$ cat src/rtl/pc_sequencer.sv
`default_nettype none
// ============================================================================
// Module   : pc_sequencer
// Brief    : Fetch PC owner; advances, holds or redirects each cycle and
//            drives IF/ID and ID/EX stall/flush/bubble controls.
// Revision : 1.0
// ============================================================================
module pc_sequencer #(
    parameter int                ADDR_W   = 32,
    parameter logic [ADDR_W-1:0] RESET_PC = ADDR_W'(32'h0040_0000),
    parameter int                MAX_WAIT = 15
) (
    input  logic              clock,
    input  logic              reset,
    input  logic [4:0]        id_rs1,
    input  logic [4:0]        id_rs2,
    input  logic              id_uses_rs1,
    input  logic              id_uses_rs2,
    input  logic              ex_is_load,
    input  logic [4:0]        ex_rd,
    input  logic              ex_redirect,
    input  logic [ADDR_W-1:0] ex_target,
    input  logic              imem_ready,
    output logic [ADDR_W-1:0] pc_out,
    output logic              pc_stall,
    output logic              if_id_flush,
    output logic              id_ex_bubble,
    output logic              fetch_timeout,
    output logic [15:0]       stall_count,
    output logic [15:0]       redirect_count
);

    localparam logic [7:0]  c_max_wait = 8'(MAX_WAIT);
    localparam logic [15:0] c_cnt_max  = 16'hFFFF;

    typedef enum logic [1:0] {
        ST_RUN       = 2'd0,
        ST_LU_HOLD   = 2'd1,
        ST_IMEM_WAIT = 2'd2
    } state_t;

    state_t            r_state;
    logic [ADDR_W-1:0] r_pc;
    logic [7:0]        r_wait_cnt;
    logic              r_timeout;
    logic [15:0]       r_stall_cnt;
    logic [15:0]       r_redirect_cnt;

    logic              w_hz;
    logic              w_lu_stall;
    logic              w_stall;
    logic              w_flush;
    logic              w_bubble;
    logic [7:0]        w_wait_next;
    logic [ADDR_W-1:0] w_target;

    assign w_hz = ex_is_load && (ex_rd != 5'd0) &&
                  ((id_uses_rs1 && (id_rs1 == ex_rd)) ||
                   (id_uses_rs2 && (id_rs2 == ex_rd)));

    // Hazard only counts in RUN; LU_HOLD skips it so each load bubbles once.
    assign w_lu_stall  = (r_state == ST_RUN) && w_hz && !ex_redirect;
    assign w_target    = {ex_target[ADDR_W-1:2], 2'b00};
    assign w_wait_next = (r_wait_cnt == c_max_wait) ? r_wait_cnt : r_wait_cnt + 8'd1;

    always_comb begin
        w_stall  = 1'b0;
        w_flush  = 1'b0;
        w_bubble = 1'b0;
        if (reset) begin
            w_stall  = 1'b0;
        end else if (ex_redirect) begin
            w_flush  = 1'b1;
            w_bubble = 1'b1;
        end else if (w_lu_stall) begin
            w_stall  = 1'b1;
            w_bubble = 1'b1;
        end else if (!imem_ready) begin
            w_stall  = 1'b1;
            w_flush  = 1'b1;
        end
    end

    always_ff @(posedge clock or posedge reset) begin
        if (reset) begin
            r_state        <= ST_RUN;
            r_pc           <= RESET_PC;
            r_wait_cnt     <= 8'd0;
            r_timeout      <= 1'b0;
            r_stall_cnt    <= 16'd0;
            r_redirect_cnt <= 16'd0;
        end else begin
            if (ex_redirect) begin
                r_pc       <= w_target;
                r_state    <= ST_RUN;
                r_wait_cnt <= 8'd0;
                if (r_redirect_cnt != c_cnt_max) begin
                    r_redirect_cnt <= r_redirect_cnt + 16'd1;
                end
            end else if (w_lu_stall) begin
                r_state <= ST_LU_HOLD;
            end else if (!imem_ready) begin
                r_state    <= ST_IMEM_WAIT;
                r_wait_cnt <= w_wait_next;
                if (w_wait_next == c_max_wait) begin
                    r_timeout <= 1'b1;
                end
            end else begin
                r_pc       <= r_pc + ADDR_W'(4);
                r_state    <= ST_RUN;
                r_wait_cnt <= 8'd0;
            end

            if (w_stall && (r_stall_cnt != c_cnt_max)) begin
                r_stall_cnt <= r_stall_cnt + 16'd1;
            end
        end
    end

    assign pc_out         = r_pc;
    assign pc_stall       = w_stall;
    assign if_id_flush    = w_flush;
    assign id_ex_bubble   = w_bubble;
    assign fetch_timeout  = r_timeout;
    assign stall_count    = r_stall_cnt;
    assign redirect_count = r_redirect_cnt;

endmodule
`default_nettype wire

$ cat config.mk
export PLATFORM = sky130hd
export DESIGN_NAME = pc_sequencer
export DESIGN_NICKNAME = d
export VERILOG_FILES = /design/src/rtl/pc_sequencer.sv
export SDC_FILE = /design/constraint.sdc
export NUM_CORES = 1
export LEC_CHECK = 0
export ABC_AREA = 1
export CELL_PAD_IN_SITES_DETAIL_PLACEMENT = 0
export CELL_PAD_IN_SITES_GLOBAL_PLACEMENT = 1
export CORE_MARGIN = 2
export CORE_UTILIZATION = 32
export DETAILED_ROUTE_END_ITERATION = 8
export PLACE_DENSITY_LB_ADDON = 0.1
export SLEW_MARGIN = 5
export SYNTH_ARGS = -nofsm -noshare
export SYNTH_HDL_FRONTEND = slang
export SYNTH_SLANG_ARGS = --single-unit
$ cat constraint.sdc
create_clock -name clock -period 4.01 [get_ports clock]
set_input_delay 0.6015 -clock clock [delete_from_list [all_inputs] [get_ports clock]]
set_output_delay 0.6015 -clock clock [all_outputs]
set_load 0.05 [all_outputs]
==> results.md, run 1 <==
- Run status: completed
- CP max-delay cell: sky130_fd_sc_hd__clkdlybuf4s50_1
- Die footprint: 0.01640 mm^2
- Fraction of synthesized cell area in xor and xnor cells: 0.07825
- Cts repair resizes: 0
- Worst slew margin: 0.5035
- Worst skew pair latency: 0.34 ns
- Ratio of total power to cell area: 437.8 mW/mm^2
- Unrepaired setup endpoints after global routing: no
- Reg2Reg Setup Slack: 2.03 ns
- Crit path cell chain: clkdlybuf4s50_1 > inv_1 > nand2_1 > nand2_1 > nor2_1 > nand3_1 > nand2_1 > nand3_2 > nand2_2 > inv_1 > nor2_1 > buf_4
- Main combinational cell family by area after synthesis: simple AND/OR/NAND/NOR gates
- Arrival time at the worst endpoint: 2.43 ns
- Count of mapped cells out of synthesis: 737
- Number of vias after detailed routing: 4873
- Post-detailed-placement cell area: 0.006270 mm^2
- DRC violation count after routing: 0
- Cell type with the highest aggregate area in the netlist: sky130_fd_sc_hd__dfrtp_1
- Sequential cell area fraction in the yosys report: 0.3712
- Adder and majority cell fraction of the synthesized area: 0.01016
- Wire length per cell: 13.32 um
- Lkg Pwr: 3.119 nW
- Clock input transition at the sequential cells of the worst setup and hold paths: 0.06 ns
- Quantity of hold-fixing buffers added after cts: 0
- Largest voltage drop on the vdd net: 462.2 uV
- Top post-synthesis cells by area: sky130_fd_sc_hd__dfrtp_1, sky130_fd_sc_hd__nand2_1, sky130_fd_sc_hd__inv_1
- Worst-case clock buffer depth: 2
- Final estimated routing congestion in global placement: 0.8402
- Yosys Warn Count: 0
- Overall Power: 2.889 mW
- Setup Viol. Count Final: 0
- I/O Pins: 122
- Shortest period the worst path allows: 3.031 ns
- Post-synthesis mux area share: 0.004065
- Crit path required time: 3.41 ns
- Cell mode on critical path: sky130_fd_sc_hd__nand2_1
- Count of final hold-check violations: 0
- Post-synthesis sequential element count: 73
- Avg Vias per Cell: 4.659
- Via count of the first global-routing pass: 4700
- Crit-path leading delay family: buffers and inverters
- Maximum operating frequency: 329.9 MHz
- CTS tree: built
- Area fraction of the dominant cell type after synthesis: 0.3659
- Share of the clock period used by the worst path after layout: 0.7559
- Horiz. Die Dim: 128.1 um
- Number of nets still failing antenna checks after routing: 0
- Total number of clock tree sinks: 73
- Final #Nets: 911
- Starting Density: 0.3252
- Leading cell type in the layout, fill and taps excluded: sky130_fd_sc_hd__nand2_1
- GR Util All Layers: 0.1764
- Tightest Pin Transition: 0.7419 ns
- Worst slack at placement: 0.9760 ns
- Max Transition Viols Final: 0
- Core Box Area: 0.01515 mm^2
- CP Capture Type: output pin
- Fraction of final layout cells with drive strength greater than 1: 0.04312
- Fill count: 1553
- Pin count of the biggest net entering global routing: 48
- Critical path class: in2out
- Final WS setup: 0.9788 ns
- Depth of the CTS H-tree: 3
- Chip height: 128.1 um
- Maximum Capacitance Violations: 0
- Synth cell types: 34
- CTS buffer count: 9
- Number of DRC markers in iteration 0: 225
- Mapped Avg Cell Area: 6.682 um^2
- Area added between synthesis and finish: 33.99%
- Number of antenna violations at the first check in global routing: 0
- Final hold slack: 0.4839 ns
- DR pass1 iterations: 4
- # rows: 45
- Peak fanout along the critical path: 14
- Worst min path class: reg2reg
- First-pass GRT wire length: 23.15 mm
- Delay contributed by the slowest stage of the critical path: 0.52 ns
- Max Clock Skew: 0.007063 ns
- Gr ovfl total: 0
- Post-CTS Repair Setup Buffers: 0
- Post-synthesis simple-gate area fraction: 0.4065
- Sum Neg Setup Slack: 0 ns
- Post-route cell area: 0.006599 mm^2
- Count of input and output buffers: 117
- Clock root buffer master: sky130_fd_sc_hd__clkbuf_16
- Worst path buffer plus inverter count: 4
- Synth Area in Compound Gates: 0.03963
- CP startpoint kind: input pin
- Most frequent cells in the layout: sky130_fd_sc_hd__nand2_1, sky130_fd_sc_hd__clkdlybuf4s50_1, sky130_fd_sc_hd__inv_1, sky130_fd_sc_hd__nor2_1, sky130_fd_sc_hd__dfrtp_1
- Cell Area, Synth: 0.004925 mm^2
- WL final: 13.94 mm
- Diodes inserted: 0
- Detail Placement HPWL: 10.28 mm
[power breakdown]
part	internal, mW	switching [mW]	leakage (nW)
Sequential	0.843	0.132	0.924
Clock	0.564	0.328	0.159
Combinational	0.347	0.675	2.04
[worst reg2reg max path, delay by kind of cell (launching register included)]
| family | cells | cell delay, ns |
|---|---|---|
| AOI/OAI and AO/OA | 1 | 0.17 |
| adders and majority gates | 1 | 0.22 |
| buffers and inverters | 1 | 0.13 |
| DFF | 1 | 0.42 |
| and+or+nand+nor | 6 | 0.99 |
[metrics by stage]
| step | utilization | std cells |
|---|---|---|
| 2_1_floorplan | - | 738 |
| 3_3_place_gp | 0.4140 | 1030 |
| 3_5_place_dp | 0.4140 | 1030 |
| 4_1_cts | 0.4357 | 1046 |
| 5_1_grt | 0.4357 | 1046 |
| 6_report | 0.4357 | 1046 |
[sequential cells by signal, summed over array words and instances, names as in the netlist]
signal,count
fetch_timeout,1
r_wait_cnt,8
r_state,2
redirect_count,16
stall_count,16
pc_out,30
[cells by family after synthesis]
family	Yosys count
fa+ha+maj	4
compound gates	36
other cells	1
xor+xnor	44
simple gates	474
mux	2
flops	73
buf+inv	103
[layout make-up]
| class | count | area [um^2] | area share |
|---|---|---|---|
| clock inverters | 6 | 90.09 | 0.01365 |
| multi-input cells | 562 | 2660 | 0.4031 |
| well taps | 188 | 235.2 | 0.03565 |
| flip-flops and latches | 73 | 1828 | 0.2770 |
| inverters | 85 | 320.3 | 0.04854 |
| repair buffers | 122 | 1226 | 0.1858 |
| clock buffers | 10 | 239.0 | 0.03622 |
[worst paths after layout]
kind	from	endpoint	cells past startpoint
max	ex_rd[1]	pc_stall	12
min in group asynchronous	reset	stall_count[12]	2
max in group asynchronous	reset	pc_out[22]	3
max reg2reg	pc_out[2]	pc_out[20]	9
min reg2reg	fetch_timeout	fetch_timeout	2
min	fetch_timeout	fetch_timeout	2
[cell usage after synthesis]
cell type and instances:
sky130_fd_sc_hd__clkinv_1 3, sky130_fd_sc_hd__buf_2 4, sky130_fd_sc_hd__ha_1 4, sky130_fd_sc_hd__clkbuf_1 4, sky130_fd_sc_hd__xnor2_1 14, sky130_fd_sc_hd__o21ai_0 23
sky130_fd_sc_hd__xor2_1 30, sky130_fd_sc_hd__nand2_2 2, sky130_fd_sc_hd__buf_4 6, sky130_fd_sc_hd__nand3_4 1, sky130_fd_sc_hd__o21ai_1 2, sky130_fd_sc_hd__a21boi_0 3
sky130_fd_sc_hd__nor2_2 3, sky130_fd_sc_hd__nor4_1 1, sky130_fd_sc_hd__conb_1 1, sky130_fd_sc_hd__a21oi_1 5, sky130_fd_sc_hd__nand3_1 51, sky130_fd_sc_hd__nand3b_4 1
sky130_fd_sc_hd__buf_1 1, sky130_fd_sc_hd__dfstp_2 1, sky130_fd_sc_hd__inv_1 81, sky130_fd_sc_hd__o211ai_1 3, sky130_fd_sc_hd__nand3b_1 1, sky130_fd_sc_hd__nand3_2 2
sky130_fd_sc_hd__mux2i_1 2, sky130_fd_sc_hd__nor2_1 77, sky130_fd_sc_hd__nand4_1 24, sky130_fd_sc_hd__nor3_1 20, sky130_fd_sc_hd__buf_8 1, sky130_fd_sc_hd__nand2_1 290
sky130_fd_sc_hd__inv_2 1, sky130_fd_sc_hd__buf_6 2, sky130_fd_sc_hd__dfrtp_1 72, sky130_fd_sc_hd__nor3_4 1
[routing by layer]
layer / track usage / up-vias / wire (um)
li1: - / 2536 / -
met1: 0.2319 / 2243 / 6686
met2: 0.2941 / 87 / 6471
met3: 0.04800 / 7 / 684
met4: 0.03297 / 0 / 93
met5: 0 / - / 0
Power figures use the tool's default switching activity.
==> run 2, diff against run 1 <==
- CORE_UTILIZATION: 32 -> 35
- clock period: 4.01 -> 3.05 ns (I/O delays scaled with it)
==> run 2 against run 1 <==
Routed wire length fell by 1.3%. Largest power group unchanged. Worst hold slack got worse by 0.016 ns. Register-to-register slack got worse by 1.0 ns. Critical endpoint unchanged. Combinational power rose by 32%. Utilization rose by 3.8 points. Highest routed layer unchanged. Sequential power rose by 31%. Final cell count fell by 0.48%. Final area fell by 0.78%.
==> results.md, run 2 (synthesis gave the netlist of run 1 again) <==
- Worst slew margin: 0.5017
- Worst min path class: reg2reg
- Via count of the first global-routing pass: 4604
- Start point of the worst min-delay path: fetch_timeout
- CTS tree: built
- WL final: 13.76 mm
- Die footprint: 0.01504 mm^2
- Worst path buffer plus inverter count: 4
- Tightest Pin Transition: 0.7447 ns
- I/O Pins: 122
- Largest voltage drop on the vdd net: 667.6 uV
- GR Util All Layers: 0.1894
- Arrival time at the worst endpoint: 2.24 ns
- DR pass1 iterations: 4
- Most frequent cells in the layout: sky130_fd_sc_hd__nand2_1, sky130_fd_sc_hd__clkdlybuf4s50_1, sky130_fd_sc_hd__inv_1, sky130_fd_sc_hd__nor2_1, sky130_fd_sc_hd__dfrtp_1
- Wire length per cell: 13.22 um
- Unrepaired setup endpoints after global routing: no
- Capture point of the worst reg-to-reg path: pc_out[20]
- Number of instances in the placed design: 1025
- Seq pwr share: 0.356
- Maximum operating frequency: 370.8 MHz
- Pin count of the biggest net entering global routing: 39
- Starting Density: 0.3562
- Sum Neg Setup Slack: 0 ns
- Clock root buffer master: sky130_fd_sc_hd__clkbuf_16
- Maximum Capacitance Violations: 0
- Final Util: 0.4735
- Worst hold endpoint: fetch_timeout
- Share of the clock period used by the worst path after layout: 0.8842
- Multi-input combinational cell area: 0.002660 mm^2
- Crit path required time: 2.59 ns
- Area added between synthesis and finish: 32.95%
- Diodes inserted: 0
- Critical path class: in2out
- Reg-to-reg startpoint: pc_out[2]
- Horiz. Die Dim: 122.6 um
- Fraction of final layout cells with drive strength greater than 1: 0.04530
- Max Clock Skew: 0.01006 ns
- Sequential standard cell area: 0.001828 mm^2
- Worst slack at placement: 0.3237 ns
- Number of nets still failing antenna checks after routing: 0
- CP Capture Type: output pin
- Switch share: 0.4123
- Combinational fraction of design power: 0.375
- Run status: completed
- Count of input and output buffers: 117
- Final #Nets: 914
- Quantity of hold-fixing buffers added after cts: 0
- Number of vias after detailed routing: 4912
- Flip-flop count of the largest register, all copies and words added: 30
- Post-CTS Repair Setup Buffers: 0
- DRC violation count after routing: 0
- Max Transition Viols Final: 0
- Internal power: 2.115 mW
- Number of DRC markers in iteration 0: 230
- Core Box Area: 0.01383 mm^2
- Peak fanout along the critical path: 11
- Depth of the CTS H-tree: 3
- Avg Vias per Cell: 4.719
- GR Layer Usage met3: 0.03206
- Total number of clock tree sinks: 73
- Ratio of total power to cell area: 549.7 mW/mm^2
- First-pass GRT wire length: 22.58 mm
- Crit-path leading delay family: buffers and inverters
- Final WS setup: 0.3533 ns
- Reg2Reg Setup Slack: 1.03 ns
- CP max-delay cell: sky130_fd_sc_hd__clkdlybuf4s50_1
- Worst reg2reg path depth: 9
- Met2 track utilization from global routing: 0.3066
- Count of final hold-check violations: 0
- Chip height: 122.6 um
- Cts repair resizes: 0
- Worst skew pair latency: 0.34 ns
- Cell mode on critical path: sky130_fd_sc_hd__nand2_1
- Fill count: 1418
- Crit path cell chain: clkdlybuf4s50_1 > inv_1 > nand2_1 > nand2_1 > nor2_1 > nand3_1 > nand2_1 > nand3_2 > nand2_2 > inv_1 > nor2_1 > buf_4
- Power share of the clock group: 0.269
- Setup Viol. Count Final: 0
- Lkg Pwr: 3.106 nW
- CTS buffer count: 9
- Clock input transition at the sequential cells of the worst setup and hold paths: 0.06 ns
- Final Non-Filler Cells: 1041
- Global routing met1 resource utilization: 0.2584
- Gr ovfl total: 0
- Cell depth of the worst min-delay path: 2
- Number of antenna violations at the first check in global routing: 0
- Leading cell type in the layout, fill and taps excluded: sky130_fd_sc_hd__nand2_1
- Detail Placement HPWL: 10.27 mm
- # rows: 43
- Final estimated routing congestion in global placement: 0.8791
- Delay contributed by the slowest stage of the critical path: 0.53 ns
- Worst-case clock buffer depth: 2
- Highest-utilization routing layer at the global route stage: met2
- Net load switching power: 1.484 mW
- Shortest period the worst path allows: 2.697 ns
- CP startpoint kind: input pin
-- run 2: worst max-delay path by stage --
stage          slack [ns]     endpoint  depth (start not counted)  startpoint
2_1_floorplan        0.26  if_id_flush                          4       reset
3_3_place_gp         0.35     pc_stall                         12    ex_rd[0]
3_5_place_dp         0.32   pc_out[20]                         11    ex_rd[0]
4_1_cts              0.31     pc_stall                         12    ex_rd[1]
5_1_grt              0.13     pc_stall                         12    ex_rd[0]
6_report             0.35     pc_stall                         12    ex_rd[1]
-- run 2: final cells by class --
type / instances / share of cell area
repair buffers: 125 / 0.1907
clock buffers: 10 / 0.03497
clock inverters: 6 / 0.005542
flip-flops and latches: 73 / 0.2792
well taps: 180 / 0.03440
inverters: 85 / 0.04892
multi-input cells: 562 / 0.4063
-- run 2: power by group through the flow --
| stage | registers (mW) | logic, mW | clock network [mW] |
|---|---|---|---|
| final | 1.28 | 1.35 | 0.968 |
| after global routing | 1.31 | 1.46 | 1.05 |
| after CTS | 1.28 | 1.36 | 0.999 |
| after detailed placement | 1.29 | 1.36 | 0 |
| after global placement | 1.29 | 1.35 | 0 |
| after floorplan | 1.74 | 0.424 | 0 |
-- run 2: worst reg2reg max path, delay by kind of cell (launching register included) --
kind                     cells  cell delay (ns)
AO/OA/AOI/OAI                1             0.19
adder cells (fa/ha/maj)      1             0.22
buffers and inverters        1             0.13
flip-flops                   1             0.41
AND/OR/NAND/NOR              6             1.00
-- run 2: routing by layer --
metal	share of wire	vias to the layer above
li1	-	2547
met1	0.48	2258
met2	0.46	95
met3	0.042	12
met4	0.013	0
met5	0	-
-- run 2: stage by stage --
| step | hold slack [ns] | area, um^2 | power, mW |
|---|---|---|---|
| after floorplan | 0.4916 | 4930 | 2.160 |
| after global placement | 0.4523 | 6282 | 2.634 |
| after detailed placement | 0.4611 | 6282 | 2.648 |
| after CTS | 0.4763 | 6548 | 3.642 |
| after global routing | 0.5202 | 6548 | 3.817 |
| final | 0.4681 | 6548 | 3.599 |
==> run 3, diff against run 2 <==
- SLEW_MARGIN: 5 -> default
==> results of run 3 <==
Same layout as run 2: the final DEF is identical, and so are final timing and power.
